`config.mk`:
```
export PLATFORM = sky130hd
export DESIGN_NAME = aud_recorder_flat
export DESIGN_NICKNAME = d
export VERILOG_FILES = /design/src/rtl/aud_recorder_if.sv /design/src/rtl/aud_recorder.sv /design/src/flat_wrapper.sv
export SDC_FILE = /design/constraint.sdc
export NUM_CORES = 1
export LEC_CHECK = 0
export CORE_MARGIN = 2
export CORE_UTILIZATION = 40
export CTS_BUF_LIST = sky130_fd_sc_hd__clkbuf_16
export CTS_CLUSTER_SIZE = 28
export DETAILED_ROUTE_END_ITERATION = 7
export DONT_BUFFER_PORTS = 1
export GPL_ROUTABILITY_DRIVEN = 0
export GPL_TIMING_DRIVEN = 1
export PLACE_DENSITY_LB_ADDON = 0.12
export SKIP_CTS_REPAIR_TIMING = 1
export SYNTH_ARGS = -nofsm -noshare
export SYNTH_HDL_FRONTEND = slang
export SYNTH_SLANG_ARGS = --single-unit
```
`constraint.sdc`:
```
create_clock -name i_clk -period 2 [get_ports i_clk]
set_input_delay 0.6 -clock i_clk [delete_from_list [all_inputs] [get_ports i_clk]]
set_output_delay 0.6 -clock i_clk [all_outputs]
set_load 0.01 [all_outputs]
```
`src/rtl/aud_recorder_if.sv`:
```
// aud_recorder_if: codec serial inputs, control levels and the sample-memory write port.
// Write port: o_wen is a one-cycle strobe with no back-pressure; o_address/o_data are valid while o_wen=1.
interface aud_recorder_if #(
    parameter int ADDR_W = 20
);
    logic              i_lrc;
    logic              i_data;
    logic              i_start;
    logic              i_pause;
    logic              i_stop;
    logic [ADDR_W-1:0] o_address;
    logic [15:0]       o_data;
    logic              o_wen;
    logic              o_busy;
    logic              o_full;
    logic [2:0]        o_dbg_state;

    modport master (
        output i_lrc, i_data, i_start, i_pause, i_stop,
        input  o_address, o_data, o_wen, o_busy, o_full, o_dbg_state
    );

    modport slave (
        input  i_lrc, i_data, i_start, i_pause, i_stop,
        output o_address, o_data, o_wen, o_busy, o_full, o_dbg_state
    );
endinterface

```
`src/rtl/aud_recorder.sv`:
```
// aud_recorder: deserialises WM8731 I2S ADC words on AUD_BCLK and writes them to sample memory.
// Build option AUD_REC_STEREO_EN: also capture the right channel, interleaved L,R in memory.
module aud_recorder #(
    parameter int                ADDR_W   = 20,
    parameter logic [ADDR_W-1:0] MAX_ADDR = {ADDR_W{1'b1}}
) (
    input  logic          i_clk,
    input  logic          i_rst,
    aud_recorder_if.slave bus
);
`ifdef AUD_REC_STEREO_EN
    localparam bit STEREO = 1'b1;
`else
    localparam bit STEREO = 1'b0;
`endif

    typedef enum logic [2:0] {
        S_IDLE   = 3'd0,
        S_WAIT   = 3'd1,
        S_SHIFT  = 3'd2,
        S_WRITE  = 3'd3,
        S_PAUSED = 3'd4
    } state_t;

    state_t            state_q;
    logic              lrc_q;
    logic              chan_q;   // 1 while the right word of an L,R pair is pending
    logic [3:0]        cnt_q;
    logic [15:0]       shift_q;
    logic [15:0]       shift_d;
    logic [15:0]       data_q;
    logic [ADDR_W-1:0] addr_q;
    logic              wen_q;
    logic              busy_q;
    logic              full_q;
    logic              pause_q;
    logic              frame_start;

    assign shift_d     = {shift_q[14:0], bus.i_data};
    assign frame_start = chan_q ? (!lrc_q && bus.i_lrc) : (lrc_q && !bus.i_lrc);

    always_ff @(posedge i_clk) begin
        if (i_rst) begin
            state_q <= S_IDLE;
            lrc_q   <= 1'b1;
            chan_q  <= 1'b0;
            cnt_q   <= '0;
            shift_q <= '0;
            data_q  <= '0;
            addr_q  <= '0;
            wen_q   <= 1'b0;
            busy_q  <= 1'b0;
            full_q  <= 1'b0;
            pause_q <= 1'b0;
        end else begin
            lrc_q <= bus.i_lrc;
            wen_q <= 1'b0;
            case (state_q)
                S_IDLE: begin
                    if (bus.i_start) begin
                        addr_q  <= '0;
                        full_q  <= 1'b0;
                        pause_q <= 1'b0;
                        chan_q  <= 1'b0;
                        busy_q  <= 1'b1;
                        state_q <= S_WAIT;
                    end
                end
                S_WAIT: begin
                    if (bus.i_stop) begin
                        state_q <= S_IDLE;
                        busy_q  <= 1'b0;
                        pause_q <= 1'b0;
                        chan_q  <= 1'b0;
                    end else if (bus.i_pause && !chan_q) begin
                        state_q <= S_PAUSED;
                        busy_q  <= 1'b0;
                    end else begin
                        // A pause between the L and R words waits for the pair to finish
                        if (bus.i_pause) pause_q <= 1'b1;
                        if (frame_start) begin
                            cnt_q   <= '0;
                            state_q <= S_SHIFT;
                        end
                    end
                end
                S_SHIFT: begin
                    if (bus.i_stop) begin
                        state_q <= S_IDLE;
                        busy_q  <= 1'b0;
                        pause_q <= 1'b0;
                        chan_q  <= 1'b0;
                    end else begin
                        shift_q <= shift_d;
                        cnt_q   <= cnt_q + 4'd1;
                        if (bus.i_pause) pause_q <= 1'b1;
                        if (cnt_q == 4'd15) begin
                            data_q  <= shift_d;
                            wen_q   <= 1'b1;
                            state_q <= S_WRITE;
                        end
                    end
                end
                S_WRITE: begin
                    // The strobe is on the bus during this state; commit the address now
                    if (addr_q == MAX_ADDR) begin
                        full_q  <= 1'b1;
                        state_q <= S_IDLE;
                        busy_q  <= 1'b0;
                        pause_q <= 1'b0;
                        chan_q  <= 1'b0;
                    end else begin
                        addr_q <= addr_q + 1'b1;
                        if (bus.i_stop) begin
                            state_q <= S_IDLE;
                            busy_q  <= 1'b0;
                            pause_q <= 1'b0;
                            chan_q  <= 1'b0;
                        end else if (STEREO && !chan_q) begin
                            chan_q  <= 1'b1;
                            state_q <= S_WAIT;
                            if (bus.i_pause) pause_q <= 1'b1;
                        end else if (pause_q || bus.i_pause) begin
                            chan_q  <= 1'b0;
                            pause_q <= 1'b0;
                            busy_q  <= 1'b0;
                            state_q <= S_PAUSED;
                        end else begin
                            chan_q  <= 1'b0;
                            state_q <= S_WAIT;
                        end
                    end
                end
                S_PAUSED: begin
                    if (bus.i_stop) begin
                        state_q <= S_IDLE;
                    end else if (!bus.i_pause && bus.i_start) begin
                        busy_q  <= 1'b1;
                        state_q <= S_WAIT;
                    end
                end
                default: begin
                    state_q <= S_IDLE;
                    busy_q  <= 1'b0;
                end
            endcase
        end
    end

    assign bus.o_address   = addr_q;
    assign bus.o_data      = data_q;
    assign bus.o_wen       = wen_q;
    assign bus.o_busy      = busy_q;
    assign bus.o_full      = full_q;
    assign bus.o_dbg_state = state_q;
endmodule

```
`src/flat_wrapper.sv`:
```
// flat-port wrapper written by rule: the top's interface ports become plain ports
module aud_recorder_flat 
#(
    parameter int                ADDR_W   = 20,
    parameter logic [ADDR_W-1:0] MAX_ADDR = {ADDR_W{1'b1}}
)
  (i_clk, i_rst, bus_i_lrc, bus_i_data, bus_i_start, bus_i_pause, bus_i_stop, bus_o_address, bus_o_data, bus_o_wen, bus_o_busy, bus_o_full, bus_o_dbg_state);
  aud_recorder_if #(.ADDR_W(ADDR_W)) bus_i ();
  input  logic i_clk;
  input  logic i_rst;
  input wire logic [$bits(bus_i.i_lrc)-1:0] bus_i_lrc;
  input wire logic [$bits(bus_i.i_data)-1:0] bus_i_data;
  input wire logic [$bits(bus_i.i_start)-1:0] bus_i_start;
  input wire logic [$bits(bus_i.i_pause)-1:0] bus_i_pause;
  input wire logic [$bits(bus_i.i_stop)-1:0] bus_i_stop;
  output wire logic [$bits(bus_i.o_address)-1:0] bus_o_address;
  output wire logic [$bits(bus_i.o_data)-1:0] bus_o_data;
  output wire logic [$bits(bus_i.o_wen)-1:0] bus_o_wen;
  output wire logic [$bits(bus_i.o_busy)-1:0] bus_o_busy;
  output wire logic [$bits(bus_i.o_full)-1:0] bus_o_full;
  output wire logic [$bits(bus_i.o_dbg_state)-1:0] bus_o_dbg_state;
  assign bus_i.i_lrc = bus_i_lrc;
  assign bus_i.i_data = bus_i_data;
  assign bus_i.i_start = bus_i_start;
  assign bus_i.i_pause = bus_i_pause;
  assign bus_i.i_stop = bus_i_stop;
  assign bus_o_address = bus_i.o_address;
  assign bus_o_data = bus_i.o_data;
  assign bus_o_wen = bus_i.o_wen;
  assign bus_o_busy = bus_i.o_busy;
  assign bus_o_full = bus_i.o_full;
  assign bus_o_dbg_state = bus_i.o_dbg_state;
  aud_recorder #(.ADDR_W(ADDR_W), .MAX_ADDR(MAX_ADDR)) u_core (.i_clk(i_clk), .i_rst(i_rst), .bus(bus_i));
endmodule
```
# Word level (Yosys, flattened, before mapping)
# Index checks and enable logic that the tools add are counted.
dict set report totals {
  regBits 64
  in_bits 7
}
dict set report op_classes {
  addsub 2
  eq_ne 23
  mux 41
  bitwise 2
  reduce_logical 25
}
# cell n
set ops {}
lappend ops {{$mux W20} 2}
lappend ops {{$pmux W20 S2} 1}
lappend ops {{$mux W3} 11}
lappend ops {{$add A20 B1 Y20 const B} 1}
lappend ops {{$eq A20 B20 Y1 const B} 1}
lappend ops {{$mux W1} 17}
lappend ops {{$mux W4} 4}
lappend ops {{$pmux W3 S5} 1}
lappend ops {{$ne A2 B2 Y1 const B} 7}
lappend ops {{$reduce_and A3 Y1} 4}
lappend ops {{$ne A3 B2 Y1 const B} 3}
lappend ops {{$ne A2 B1 Y1 const B} 4}
lappend ops {{$ne A4 B2 Y1 const B} 2}
lappend ops {{$pmux W4 S2} 1}
lappend ops {{$reduce_and A4 Y1} 2}
lappend ops {{$eq A3 B2 Y1 const B} 2}
lappend ops {{$reduce_and A6 Y1} 1}
lappend ops {{$pmux W1 S5} 1}
lappend ops {{$reduce_and A5 Y1} 1}
lappend ops {{$add A4 B1 Y4 const B} 1}
lappend ops {{$eq A4 B4 Y1 const B} 1}
lappend ops {{$logic_and A1 B1 Y1} 4}
lappend ops {{$logic_not A1 Y1} 4}
lappend ops {{$pmux W1 S4} 1}
lappend ops {{other kinds (14)} 16}

# Logic depth before layout (Yosys ltp)
# Gate-level depths: netlist (run 1).
dict set report logic_depth {
  depth_word 7
  depth_mapped 8
  ltp_nobuf 6
}

# Worst setup path after synthesis (run 1)
# Ideal clock, no wire load.
dict set report synth_path {
  path_type {input to register}
  startpoint {input bus_i_pause}
  endpoint {register u_core.cnt_q[1]}
  setup_time_ns 0.067
  arrival_time_ns 1.810
  required_ns 1.933
  setup_slack_ns 0.123
  cell_stages 5
  cell_sequence {or4b_4 -> nor2_2 -> a21oi_2 -> or3b_1 -> a21oi_2}
}
dict set report synth_via {
  elab_chain_cells 3
}
# item line
set synth_rtl {}
lappend synth_rtl {{from (decl)} flat_wrapper.sv:14} ;# input wire logic [$bits(bus_i.i_pause)-1:0] bus_i_pause;
lappend synth_rtl {{$logic_and A1 B1 Y1} aud_recorder.sv:75} ;# end else if (bus.i_pause && !chan_q) begin
lappend synth_rtl {{$ne A2 B2 Y1 (no source line)} -}
lappend synth_rtl {{$reduce_and A5 Y1 (no source line)} -}
lappend synth_rtl {{to (signal assigned)} aud_recorder.sv:95} ;# cnt_q <= cnt_q + 4'd1;
lappend synth_rtl {{to (decl)} aud_recorder.sv:28} ;# logic [3:0] cnt_q;
# No other way between the ends.
# A chain may end at the register's enable or synchronous reset.

# Final worst setup path (run 1)
dict set report layout_path {
  startpoint {register u_core.state_q[1] (netlist: u_core.bus.o_dbg_state[1])}
  endpoint {register u_core.cnt_q[3]}
}
dict set report layout_via {
  elab_chain_cells 3
}
# item line
set layout_rtl {}
lappend layout_rtl {{from (decl)} aud_recorder.sv:25} ;# state_t state_q;
lappend layout_rtl {{from (signal assigned)} aud_recorder.sv:44} ;# state_q <= S_IDLE;
lappend layout_rtl {{from (signal assigned)} aud_recorder.sv:66} ;# state_q <= S_WAIT;
lappend layout_rtl {{from (signal assigned)} aud_recorder.sv:71} ;# state_q <= S_IDLE;
lappend layout_rtl {{$eq A3 B1 Y1 or $eq A3 B2 Y1 (tied branches)} aud_recorder.sv:58} ;# case (state_q)
lappend layout_rtl {{$ne A2 B1 Y1 (no source line), or another cell as far along} -}
lappend layout_rtl {{$reduce_and A5 Y1 (no source line)} -}
# Several ways; a longest one is shown, not always the timed one.

==> results of run 1 <==
==> cell families (layout without fill, tap and decap cells) <==
group / count (synthesis) / in the layout / synth area share, %
AOI/OAI and AO/OA: 87 / 87 / 19.1
muxes: 1 / 1 / 0.349
buffers and inverters: 25 / 61 / 4.93
and+or+nand+nor: 164 / 164 / 28.9
adders and majority gates: 2 / 2 / 0.873
DFF: 63 / 63 / 44.0
xor gates and xnor gates: 6 / 6 / 1.83
==> state kept, by name (all words and copies together), names as in the netlist, 3 cells and up <==
register	count
u_core.bus.o_address	20
u_core.bus.o_dbg_state	3
u_core.cnt_q	4
u_core.bus.o_data	16
u_core.shift_q	15
==> power by group through the flow <==
stage / Clock (uW) / Sequential, uW / Combinational [uW]
after global routing: 1790 / 1280 / 165
after detailed placement: 0 / 1310 / 148
after floorplan: 0 / 1310 / 125
after CTS: 1750 / 1280 / 149
final: 1710 / 1280 / 149
after global placement: 0 / 1310 / 147
==> synth_stat cells, types with 2 or more instances <==
cell type	n	share of area, %
buf_6	5	2.0
o21ai_0	8	1.4
dfxtp_1	63	44
or2_2	2	0.44
a2111oi_2	2	1.0
buf_2	5	0.87
or4b_4	2	0.96
a211o_1	2	0.61
ha_1	2	0.87
a21oi_1	47	8.2
nor3_1	3	0.52
nand3_1	9	1.6
o211ai_1	4	1.0
clkbuf_1	11	1.4
nand2_1	74	9.7
nand3b_1	2	0.52
a21oi_2	2	0.61
a31o_2	2	0.61
xnor2_1	6	1.8
a31oi_1	2	0.44
nand4_1	8	1.7
or3_1	7	1.5
nand2b_1	3	0.66
nor2_1	31	4.1
or3b_1	2	0.61
a211oi_1	7	1.8
nor2b_1	4	0.87
or4_1	4	1.0
inv_1	3	0.39
==> worst paths after layout <==
path	startpoint	to	slack [ps]	cells after the start
worst max-delay path	u_core.bus.o_dbg_state[1]$_SDFFE_PP0P_	u_core.cnt_q[3]$_SDFFE_PP0P_	150	4
worst min-delay path	i_rst	u_core.bus.o_address[1]$_SDFFE_PP0P_	340	1
worst max register to register	u_core.bus.o_dbg_state[1]$_SDFFE_PP0P_	u_core.cnt_q[3]$_SDFFE_PP0P_	150	4
worst min register to register	u_core.shift_q[14]$_SDFFE_PP0P_	u_core.bus.o_data[15]$_SDFFE_PP0P_	460	2
==> metal layers <==
layer | part of all wire [%] | routed length [um] | vias up
met5 | 0 | 0 | -
met4 | 1.7 | 114 | 0
met3 | 6.0 | 396 | 11
met2 | 42 | 2780 | 59
met1 | 50 | 3300 | 1169
li1 | - | - | 1288
==> worst register-to-register path: cells and delay by family (launching register included) <==
family / cells / cell delay [ps]
and+or+nand+nor: 3 / 1170
DFF: 1 / 470
AOI/OAI and AO/OA: 1 / 150
==> area by class of cell <==
| class | count | area (um2) | area share (%) |
|---|---|---|---|
| well taps | 96 | 120 | 3.43 |
| repair buffers | 42 | 315 | 8.99 |
| clock inverters | 7 | 104 | 2.96 |
| clock buffers | 9 | 225 | 6.42 |
| multi-input cells | 260 | 1470 | 41.9 |
| flip-flops and latches | 63 | 1260 | 36.0 |
| inverters | 3 | 11.3 | 0.321 |
==> per-stage QoR <==
stage          total power [uW]  util (%)  setup WS (ps)  instance area, um2  cells
2_1_floorplan              1430         -            123                2870    348
3_3_place_gp               1460      46.2           86.9                3170    464
3_5_place_dp               1460      46.2           31.4                3170    464
4_1_cts                    3180      50.9           90.3                3500    480
5_1_grt                    3240      51.0           21.8                3510    480
6_report                   3140      51.0            150                3510    480
==> reports/qor.csv, run 1 <==
metric,value,unit
Syn Area/Cell,8.23,um2
DR WL/cell,13.7,um
CP Data Required Time,2260,ps
Worst-path clk slew,60,ps
"Setup violations, final",0,
worst-path maximum fanout,6,
part of the power in registers,40.8,%
Fill cells,654,
Clock Power Share,54.5,%
Post-Syn Nets,357,
outcome,finished clean,
total track usage,17.9,%
Num CTS Buffers,9,
vias in the first global route,2298,
post-route minimum period,1850,ps
MaxCap Viol Count,0,
Psw,700,uW
nets@finish,388,
clock tree buffer depth,2,
CP Cell Sequence,or3b_1 -> or2_1 -> or3_1 -> a21oi_1,
"Largest delay share family, worst path",simple AND/OR/NAND/NOR gates,
met3 Usage GRT,4.94,%
worst slew pin tran,545,ps
Slew headroom,63.4,%
clk_lat worst skew,330,ps
Critical Path Source Type,flop,
first drt pass iteration count,4,
ratio of final minimum period to clock period,92.5,%
GR Util met1,25.0,%
CP max stage cell,dfxtp_1,
cell area after synthesis,2870,um2
critical path endpoint category,flop,
row cnt,30,
vias per inst,5.26,
"leading cell types in the layout, fill and taps excluded","nand2_1 (74), dfxtp_1 (63), a21oi_1 (47), buf_4 (42), nor2_1 (31)",
CTS tree,built,
Initial Utilization,41.7,%
total grt overflow,0,
clock tree root buffer cell,clkbuf_16,
Most used DFF post-synth,dfxtp_1,
min-delay worst type,input port to flop,
Seq cells post-synth,63,
Worst Path Buf+Inv,0,
RSZ-0062 raised after global routing,no,
Final Hold Viols,0,
die width,88.6,um
"antenna viol nets, final",0,
"commonest non-fill, non-tap cell in the layout",nand2_1,
"FFs w/ async S/R, synth",0,%
busiest layer in global routing,met2,
Die Y,88.6,um
area of the die,7860,um2
largest net degree at the start of global routing,48,
1st-iter DRT viols,113,
Syn Inst Count,348,
fraction of layout cells with a size suffix above 1,20.3,%
sequential cell area fraction in the yosys report,44.0,%
max frequency,0.540,GHz
PwrDens,896,nW/um2
Area Growth Syn to Fin,22.4,%
DRC violation count after routing,0,
first-pass GRT wire length,11000,um
Core Box Area,6870,um2
# clock sinks,63,
Worst VDD drop,0.000427,V
switching share of power,22.3,%
Setup TNS Final,0,ps
routing usage on met2,26.0,%
"slowest stage delay, CP",470,ps
crit path kind,flop to flop,
Post-synth EDFFs,0,
post-synth cell types,55,
crit path DAT,2110,ps
routed via count,2527,
Int Pwr,2440,uW
I/O Pins,49,
warnings from Yosys,0,
initial antenna violation count,0,
final slew viol count,0,
Comb pwr share,4.7,%
WL final,6590,um
Port Buf Inserts,0,
Post-DP HPWL,4520,um
antenna fix cells,0,
Clock Skew,4.57,ps
Pleak,0.00125,uW
H-Tree Depth,3,
Hold WS,342,ps
(Power assumes the default switching activity.)
==> run 2, diff against run 1 <==
--- a/config.mk
+++ b/config.mk
@@ -13,6 +13,7 @@
 export DONT_BUFFER_PORTS = 1
 export GPL_ROUTABILITY_DRIVEN = 0
-export GPL_TIMING_DRIVEN = 1
+export GPL_TIMING_DRIVEN = 0
 export PLACE_DENSITY_LB_ADDON = 0.12
+export SETUP_SLACK_MARGIN = 0.2
 export SKIP_CTS_REPAIR_TIMING = 1
 export SYNTH_ARGS = -nofsm -noshare
==> constraint.sdc (replaced) <==
create_clock -name i_clk -period 2 [get_ports i_clk]
set_input_delay 0.6 -clock i_clk [delete_from_list [all_inputs] [get_ports i_clk]]
set_output_delay 0.6 -clock i_clk [all_outputs]
set_load 0.1 [all_outputs]
==> run 2 against run 1 <==
Net effect: the flow now finishes with violations (negative setup slack); via count up 6.5%; routed wire length is 19% higher; clock skew rose by 1.6 ps; global-route usage up 0.14 points; sequential cell count unchanged; register-to-register slack worse by 210 ps; sequential power hardly changed; cell area increased by 23%; highest routed layer unchanged; clock power is 13% lower.
==> reports/qor.csv, run 2 (synthesis gave the netlist of run 1 again) <==
metric,value,unit
"Setup violations, final",21,
vias in the first global route,2215,
Register-to-Register Path Depth,8,
vias per inst,5.41,
clk_lat worst skew,320,ps
Core Box Area,6870,um2
die width,88.6,um
Area Growth Syn to Fin,50.5,%
PwrDens,712,nW/um2
initial antenna violation count,0,
Port Buf Inserts,0,
max frequency,0.486,GHz
"antenna viol nets, final",0,
Worst VDD drop,0.000558,V
# clock sinks,63,
Critical Path Source Type,flop,
DRC violation count after routing,0,
Fill cells,575,
H-Tree Depth,3,
FF+latch area,1370,um2
WL final,7820,um
DR WL/cell,15.7,um
"leading cell types in the layout, fill and taps excluded","nand2_1 (52), a21oi_2 (27), buf_4 (27)",
area of the die,7860,um2
crit path kind,flop to flop,
clock tree root buffer cell,clkbuf_16,
Pleak,0.00146,uW
post-route cell area,4310,um2
crit path DAT,2310,ps
min-delay worst type,input port to flop,
worst slew pin tran,965,ps
fraction of layout cells with a size suffix above 1,50.5,%
total track usage,18.0,%
critical path endpoint category,flop,
total grt overflow,0,
Post-DP HPWL,4740,um
worst-path maximum fanout,6,
first-pass GRT wire length,10900,um
Multi-input gate area,1940,um2
CP Cell Sequence,ha_4 -> nand4_1 -> nor3_4 -> a21o_1 -> buf_6 -> buf_8 -> o21ai_1 -> a21oi_2,
post-route minimum period,2060,ps
CTS tree,built,
I/O Pins,49,
Slew headroom,35.6,%
placement-stage cell area,3150,um2
CP Data Required Time,2250,ps
first drt pass iteration count,5,
failing checks,negative setup slack,
RSZ-0062 raised after global routing,yes,
Die Y,88.6,um
nets@finish,406,
Register-to-Register Setup Slack,-60,ps
antenna fix cells,0,
MaxCap Viol Count,0,
routed via count,2692,
Largest register FFs,20,
Final Hold Viols,0,
"commonest non-fill, non-tap cell in the layout",nand2_1,
outcome,"complete, but fails checks",
1st-iter DRT viols,147,
largest net degree at the start of global routing,13,
Worst-path clk slew,60,ps
"slowest stage delay, CP",570,ps
fin worst setup slack,-59.2,ps
RR Startpoint,u_core.bus.o_address[0]$_SDFFE_PP0P_,
ratio of final minimum period to clock period,103,%
Worst R2R End,u_core.bus.o_address[19]$_SDFFE_PP0P_,
hold endpoint,u_core.lrc_q$_SDFF_PP1_,
pre-CTS setup slack,-85.8,ps
Min-Delay Startpoint,bus_i_lrc,
row cnt,30,
clock tree buffer depth,2,
final slew viol count,0,
WHS Path Cells,1,
Num CTS Buffers,9,
Initial Utilization,41.7,%
Clock Skew,6.22,ps
CP max stage cell,dfxtp_4,
==> run 2: through the flow <==
| step | instances | TNS (ps) | total power (uW) | utilization (%) | hold slack (ps) |
|---|---|---|---|---|---|
| 5_1_grt | 498 | -2280 | 3200 | 62.8 | 377 |
| 4_1_cts | 460 | -1160 | 3000 | 50.1 | 377 |
| 3_5_place_dp | 444 | -868 | 1490 | 45.9 | 454 |
| 2_1_floorplan | 348 | 0 | 1450 | - | 432 |
| 6_report | 498 | -502 | 3070 | 62.8 | 385 |
| 3_3_place_gp | 444 | -389 | 1490 | 45.9 | 450 |
==> run 2: layer usage <==
metal	GRT usage, %	part of all wire [%]	routed length [um]
met1	25.2	46	3630
met5	0	0	0
met3	5.04	5.9	461
met4	8.54	2.1	163
met2	25.6	46	3570
==> run 2: worst max-delay path: cells and delay by family, from the launching register on <==
| family | cells | cell delay (ps) |
|---|---|---|
| buf+inv | 2 | 300 |
| simple gates | 2 | 500 |
| compound gates | 3 | 420 |
| flops | 1 | 570 |
| fa+ha+maj | 1 | 190 |
==> run 2: how the worst max path moves through the flow <==
stage                                                       from                                     to  slack, ps
after floorplan           u_core.bus.o_dbg_state[1]$_SDFFE_PP0P_     u_core.bus.o_data[10]$_SDFFE_PP0P_        100
after global placement      u_core.bus.o_address[0]$_SDFFE_PP0P_  u_core.bus.o_address[19]$_SDFFE_PP0P_        -40
after detailed placement    u_core.bus.o_address[6]$_SDFFE_PP0P_  u_core.bus.o_address[15]$_SDFFE_PP0P_        -90
after CTS                   u_core.bus.o_address[0]$_SDFFE_PP0P_   u_core.bus.o_address[9]$_SDFFE_PP0P_       -110
after global routing        u_core.bus.o_address[1]$_SDFFE_PP0P_  u_core.bus.o_address[19]$_SDFFE_PP0P_       -150
final                       u_core.bus.o_address[0]$_SDFFE_PP0P_  u_core.bus.o_address[19]$_SDFFE_PP0P_        -60
==> run 2: layout make-up <==
class	instances	share of cell area [%]
inverter	3	0.261
sequential	63	31.7
multi-input combinational	260	45.0
buffer	22	4.90
clock buffer	10	5.80
tap	96	2.79
clock inverter	6	0.958
timing repair buffer	38	8.59
==> run 2: power by group <==
group | total (uW) | leakage (uW) | switching [uW] | internal, uW
Clock | 1490 | 0.000146 | 575 | 916
Sequential | 1300 | 0.000535 | 64.9 | 1240
Combinational | 276 | 0.000776 | 151 | 125
Total | 3070 | 0.00146 | 792 | 2280
==> run 3, diff against run 2 <==
CTS_CLUSTER_DIAMETER = 150   (was not set)
==> results of run 3 <==
The final DEF is identical to that of run 2; final timing and power are the same.
